**src/rtl/pipe_pkg.sv**
```systemverilog
// rtl/pipe_pkg.sv - shared pipeline widths and the MEM/WB entry layout
package pipe_pkg;

   localparam int DATA_W = 32;
   localparam int ADDR_W = 5;

   typedef struct packed {
      logic [DATA_W-1:0] dm_data;
      logic [DATA_W-1:0] alu_result;
      logic [ADDR_W-1:0] write_addr;
      logic              mem_to_reg;
      logic              reg_write;
   } wb_entry_t;

endpackage

```
**src/rtl/pipe_skid_buf.sv**
```systemverilog
// rtl/pipe_skid_buf.sv - two-entry skid buffer (main drives the outputs, skid absorbs one stall)
module pipe_skid_buf
   import pipe_pkg::*;
#(
   parameter type entry_t = wb_entry_t
) (
   input  logic   clk,
   input  logic   rst,
   input  logic   flush,
   input  logic   in_valid,
   output logic   in_ready,
   input  entry_t in_data,
   output logic   out_valid,
   input  logic   out_ready,
   output entry_t out_data
);

   logic   main_valid;
   logic   skid_valid;
   entry_t main_q;
   entry_t skid_q;
   logic   accept;
   logic   drain;

   assign in_ready  = !skid_valid && !rst;
   assign accept    = in_valid && in_ready;
   assign drain     = main_valid && out_ready;
   assign out_valid = main_valid;
   assign out_data  = main_q;

   // Stored data is left untouched on flush/drain so the outputs hold their last value.
   always_ff @(posedge clk) begin
      if (rst) begin
         main_valid <= 1'b0;
         skid_valid <= 1'b0;
         main_q     <= '0;
         skid_q     <= '0;
      end else if (flush) begin
         main_valid <= 1'b0;
         skid_valid <= 1'b0;
      end else if (drain) begin
         if (skid_valid) begin
            main_q     <= skid_q;
            skid_valid <= 1'b0;
         end else if (accept) begin
            main_q <= in_data;
         end else begin
            main_valid <= 1'b0;
         end
      end else if (!main_valid) begin
         if (accept) begin
            main_q     <= in_data;
            main_valid <= 1'b1;
         end
      end else if (accept) begin
         skid_q     <= in_data;
         skid_valid <= 1'b1;
      end
   end

endmodule

```
**src/rtl/mem_wb_stage.sv**
```systemverilog
// rtl/mem_wb_stage.sv - MEM/WB pipeline register with skid buffering; MEM_WB_FWD_EN adds forwarding ports
module mem_wb_stage #(
   parameter int DATA_W = pipe_pkg::DATA_W,
   parameter int ADDR_W = pipe_pkg::ADDR_W
) (
   input  logic              clk,
   input  logic              rst,
   input  logic              in_valid,
   output logic              in_ready,
   input  logic [DATA_W-1:0] dm_data_in,
   input  logic [DATA_W-1:0] alu_result_in,
   input  logic [ADDR_W-1:0] write_addr_in,
   input  logic              mem_to_reg_in,
   input  logic              reg_write_in,
   input  logic              flush,
   output logic              out_valid,
   input  logic              out_ready,
   output logic [DATA_W-1:0] dm_data_out,
   output logic [DATA_W-1:0] alu_result_out,
   output logic [ADDR_W-1:0] write_addr_out,
   output logic              mem_to_reg_out,
`ifdef MEM_WB_FWD_EN
   input  logic [ADDR_W-1:0] rs_addr,
   input  logic [ADDR_W-1:0] rt_addr,
   output logic [DATA_W-1:0] wb_data_out,
   output logic              fwd_rs_hit,
   output logic              fwd_rt_hit,
`endif
   output logic              reg_write_out
);

   import pipe_pkg::*;

   // Same layout as wb_entry_t, but tracking this instance's widths.
   typedef struct packed {
      logic [DATA_W-1:0] dm_data;
      logic [DATA_W-1:0] alu_result;
      logic [ADDR_W-1:0] write_addr;
      logic              mem_to_reg;
      logic              reg_write;
   } stage_entry_t;

   stage_entry_t cap_entry;
   stage_entry_t main_entry;

   // Register x0 is hardwired, so a write to it is dropped at capture.
   always_comb begin
      cap_entry            = '0;
      cap_entry.dm_data    = dm_data_in;
      cap_entry.alu_result = alu_result_in;
      cap_entry.write_addr = write_addr_in;
      cap_entry.mem_to_reg = mem_to_reg_in;
      cap_entry.reg_write  = reg_write_in && (write_addr_in != '0);
   end

   pipe_skid_buf #(
      .entry_t (stage_entry_t)
   ) u_skid (
      .clk       (clk),
      .rst       (rst),
      .flush     (flush),
      .in_valid  (in_valid),
      .in_ready  (in_ready),
      .in_data   (cap_entry),
      .out_valid (out_valid),
      .out_ready (out_ready),
      .out_data  (main_entry)
   );

   assign dm_data_out    = main_entry.dm_data;
   assign alu_result_out = main_entry.alu_result;
   assign write_addr_out = main_entry.write_addr;
   assign mem_to_reg_out = main_entry.mem_to_reg;
   assign reg_write_out  = main_entry.reg_write && out_valid;

`ifdef MEM_WB_FWD_EN
   assign wb_data_out = main_entry.mem_to_reg ? main_entry.dm_data : main_entry.alu_result;
   assign fwd_rs_hit  = reg_write_out && (main_entry.write_addr == rs_addr);
   assign fwd_rt_hit  = reg_write_out && (main_entry.write_addr == rt_addr);
`endif

endmodule

```
**config.mk**
```make
export PLATFORM = sky130hd
export DESIGN_NAME = mem_wb_stage
export DESIGN_NICKNAME = d
export VERILOG_FILES = /design/src/rtl/pipe_pkg.sv /design/src/rtl/pipe_skid_buf.sv /design/src/rtl/mem_wb_stage.sv
export SDC_FILE = /design/constraint.sdc
export NUM_CORES = 1
export LEC_CHECK = 0
export CAP_MARGIN = 20
export CORE_MARGIN = 1.5
export CORE_UTILIZATION = 30
export CTS_CLUSTER_DIAMETER = 200
export DETAILED_ROUTE_END_ITERATION = 16
export PLACE_DENSITY = 0.55
export SLEW_MARGIN = 10
export SYNTH_ARGS = -nofsm -noshare
export SYNTH_HDL_FRONTEND = slang
export SYNTH_SLANG_ARGS = --single-unit
```
**constraint.sdc**
```tcl
create_clock -name clk -period 3.3 [get_ports clk]
set_input_delay 0.495 -clock clk [delete_from_list [all_inputs] [get_ports clk]]
set_output_delay 0.495 -clock clk [all_outputs]
set_load 0.05 [all_outputs]
```
==> results.toml <==
[global_route]
overflow = 0
grt_pass1_wl_mm = 23.5
first_global_vias = 4451
grt_antenna_before_repair = 0
grt_usage_pct = 13.5
grt_max_degree = 79

[placed_design]
place_congestion = 0.703
port_buffers = 148
dp.cells = 1028
dp_hpwl_mm = 9.39

[worst_setup_path]
crit_type = "flip-flop to primary output"
r2r_slack_ns = 1.08
crit_path_end = "reg_write_out"
slowest_delay_ns = 0.82
cp.required_ns = 2.80
critical_path_buf_inv_count = 1
r2r_end = "u_skid.skid_q[46]"
cp_top_family = "buffers and inverters"
r2r-start = "u_skid.out_valid"
crit_chain = "and2_1 -> clkdlybuf4s50_1"
critPathArrivalTime_ns = 2.00
cp_slowest_cell = "clkdlybuf4s50_1"
cp-end-kind = "primary output"
worstPathMaxFanout = 10
cp.depth = 2
start_kind = "flip-flop"
crit_path_start = "u_skid.out_valid"
r2r.worst_path.cells = 5

[floorplan]
ioPinCount = 149
start_util_pct = 30.5
fp.dieH_um = 149
dieArea_sq_mm = 0.0221
die_w_um = 149
fp.coreArea_sq_mm = 0.0209
std_cell_rows = 53

[finish]
fillers = 2081
finish.net_count = 848
multi_input_area_sq_mm = 0.00273
final_cells = 1060
seqCellArea_sq_mm = 0.00288
antenna_cells = 0
area.growth.synth_to_final_pct = 29.3
layout-drive-gt1-share_pct = 10.2

[synth]
syn_area_sq_mm = 0.00636
synth_cell_type_count = 29
yosysWarnings = 0
yosys-top-cells-area = "dfxtp_1 (45%), mux2i_1 (11%), buf_4 (8.5%)"
synth_top_cell_by_area = "dfxtp_1"
synthTopCellsByCount = "dfxtp_1 (144), nand2_1 (143), a21oi_1 (75), buf_4 (72), nor2_1 (71)"
async_reset_ff_share_pct = 0
synth_nets = 794
synth-edff-count = 0
synthCells = 718
netlist.area_leader.share_pct = 45.3
seq_area_frac_synth_pct = 45.3
synthFlopType = "dfxtp_1"
yosys.cell_count.top_type = "dfxtp_1"
synth-seq-cells = 144
syn_avg_cell_area_sq_um = 8.86

[power_and_ir_drop]
p_leak_nw = 3.16
powerDensity_mw_per_mm2 = 537
ir_drop_mv = 0.331
p_clk_share_pct = 46.3
p_seq_share_pct = 41.2
power_switching_w = 0.00116
p_comb_share_pct = 12.6
intPower_w = 0.00326
swShare_pct = 26.2
total_power_w = 0.00442

[sta]
fin_skew_ns = 0.00776
min_period_ns = 2.50
setup-violations-final = 0
drv_slew = 0
worst_slew_pin_slew_ns = 0.797
hold_ws_ns = 0.453
rsz0062_at_grt = "false"
fin_tns_setup_ns = 0
max_freq_ghz = 0.401
period_share_pct = 75.6
slew_headroom_pct = 46.9
hold_viol = 0

[clock_network]
post_cts_resized = 0
cts_buffers = 17
clock_sinks = 144
post_cts_buffers = 0
clockBufferDepth = 2
hold_buffers = 0
clk_pin_slew_worst_paths_ns = 0.06
clk_latency_ns = 0.42
cts_tree = "built"
root_buffer = "clkbuf_16"
htreeDepth = 4

[drt]
routed_wl_mm = 14.7
final_antenna_net_count = 0
vias_per_cell = 4.53
routedWlPerCell_um = 13.9
drtIter0Drc = 211
dr.pass1.iters = 4
drc = 0
vias = 4799

[worst_hold_path]
holdCritPathClass = "flip-flop to flip-flop"

[flow_run]
drv_cap = 0

[outcome]
status = "complete, no violations"
[worst min path at each step]
stage,startpoint,endpoint,slack (ns),cells past startpoint
2_1_floorplan,u_skid.skid_q[35],u_skid.skid_q[35],0.43,2
3_3_place_gp,u_skid.skid_q[13],u_skid.skid_q[13],0.44,2
3_5_place_dp,u_skid.skid_q[6],u_skid.skid_q[6],0.45,2
4_1_cts,rst,u_skid.skid_q[20],0.44,2
5_1_grt,rst,u_skid.skid_q[19],0.45,2
6_report,u_skid.skid_q[6],u_skid.skid_q[6],0.45,2
[cells in the final DEF, fill, tap and decap left out, drive strengths merged]
| cell | netlist | routed |
|---|---|---|
| a2111oi | 1 | 1 |
| a211o | 1 | 1 |
| a211oi | 70 | 70 |
| a21oi | 75 | 75 |
| a221o | 1 | 1 |
| a31o | 1 | 1 |
| and2 | 1 | 1 |
| and3 | 1 | 1 |
| and3b | 1 | 1 |
| buf | 93 | 12 |
| bufinv | 0 | 3 |
| clkbuf | 31 | 19 |
| clkdlybuf4s50 | 0 | 147 |
| clkinv | 0 | 2 |
| clkinvlp | 0 | 3 |
| dfxtp | 144 | 144 |
| inv | 1 | 6 |
| mux2i | 69 | 69 |
| nand2 | 143 | 143 |
| nand2b | 1 | 1 |
| nand3 | 2 | 2 |
| nand3b | 1 | 1 |
| nor2 | 71 | 71 |
| nor2b | 2 | 2 |
| nor3 | 1 | 1 |
| o21ai | 4 | 4 |
| or2 | 1 | 1 |
| or3b | 1 | 1 |
| or4 | 1 | 1 |
[flip-flops by register name (all words and copies together), names as in the netlist]
register / flops
u_skid.skid_valid: 1
u_skid.out_data: 71
u_skid.out_valid: 1
u_skid.skid_q: 71
[final cells by class]
cell class	count	share of cell area, %
sequential	144	35.1
clock inverter	13	2.12
tap	275	4.18
inverter	1	0.0456
clock buffer	19	5.51
timing repair buffer	159	19.9
multi-input combinational	449	33.1
[power by group through the flow]
stage | clock network [W] | logic [W] | registers, W
floorplan | 0 | 0.000393 | 0.00185
global placement | 0 | 0.000559 | 0.00186
detailed placement | 0 | 0.000559 | 0.00186
CTS | 0.00211 | 0.000561 | 0.00182
global route | 0.00218 | 0.000591 | 0.00182
finish | 0.00205 | 0.000555 | 0.00182
[stage by stage]
stage / setup slack [ns] / util (%) / area (sq um)
final: 0.804 / 39.4 / 8220
after floorplan: 1.07 / - / 6360
after CTS: 0.755 / 39.4 / 8220
after global placement: 0.704 / 36.4 / 7600
after global routing: 0.701 / 39.4 / 8220
after detailed placement: 0.628 / 36.4 / 7600
[layer usage]
layer / part of all wire [%] / wire length (um) / track usage, % / vias up
met5: 0 / 0 / 0 / -
met4: 0.86 / 126 / 4.36 / 0
met3: 4.6 / 678 / 4.05 / 10
met2: 45 / 6570 / 20.1 / 102
met1: 50 / 7310 / 18.6 / 2200
li1: - / - / - / 2487
[tightest hold or removal path, delay by kind of cell (launching register included)]
family | cells | cell delay, ns
flip-flops | 1 | 0.30
AO/OA/AOI/OAI | 1 | 0.05
AND/OR/NAND/NOR | 1 | 0.05
[kinds of logic after synthesis]
logic type | after synthesis | share of synthesized area, %
and+or+nand+nor | 227 | 14.0
AOI/OAI and AO/OA | 153 | 17.5
DFF | 144 | 45.3
buffers and inverters | 125 | 12.4
muxes | 69 | 10.9
No activity file was read; power rests on OpenSTA's default activity.
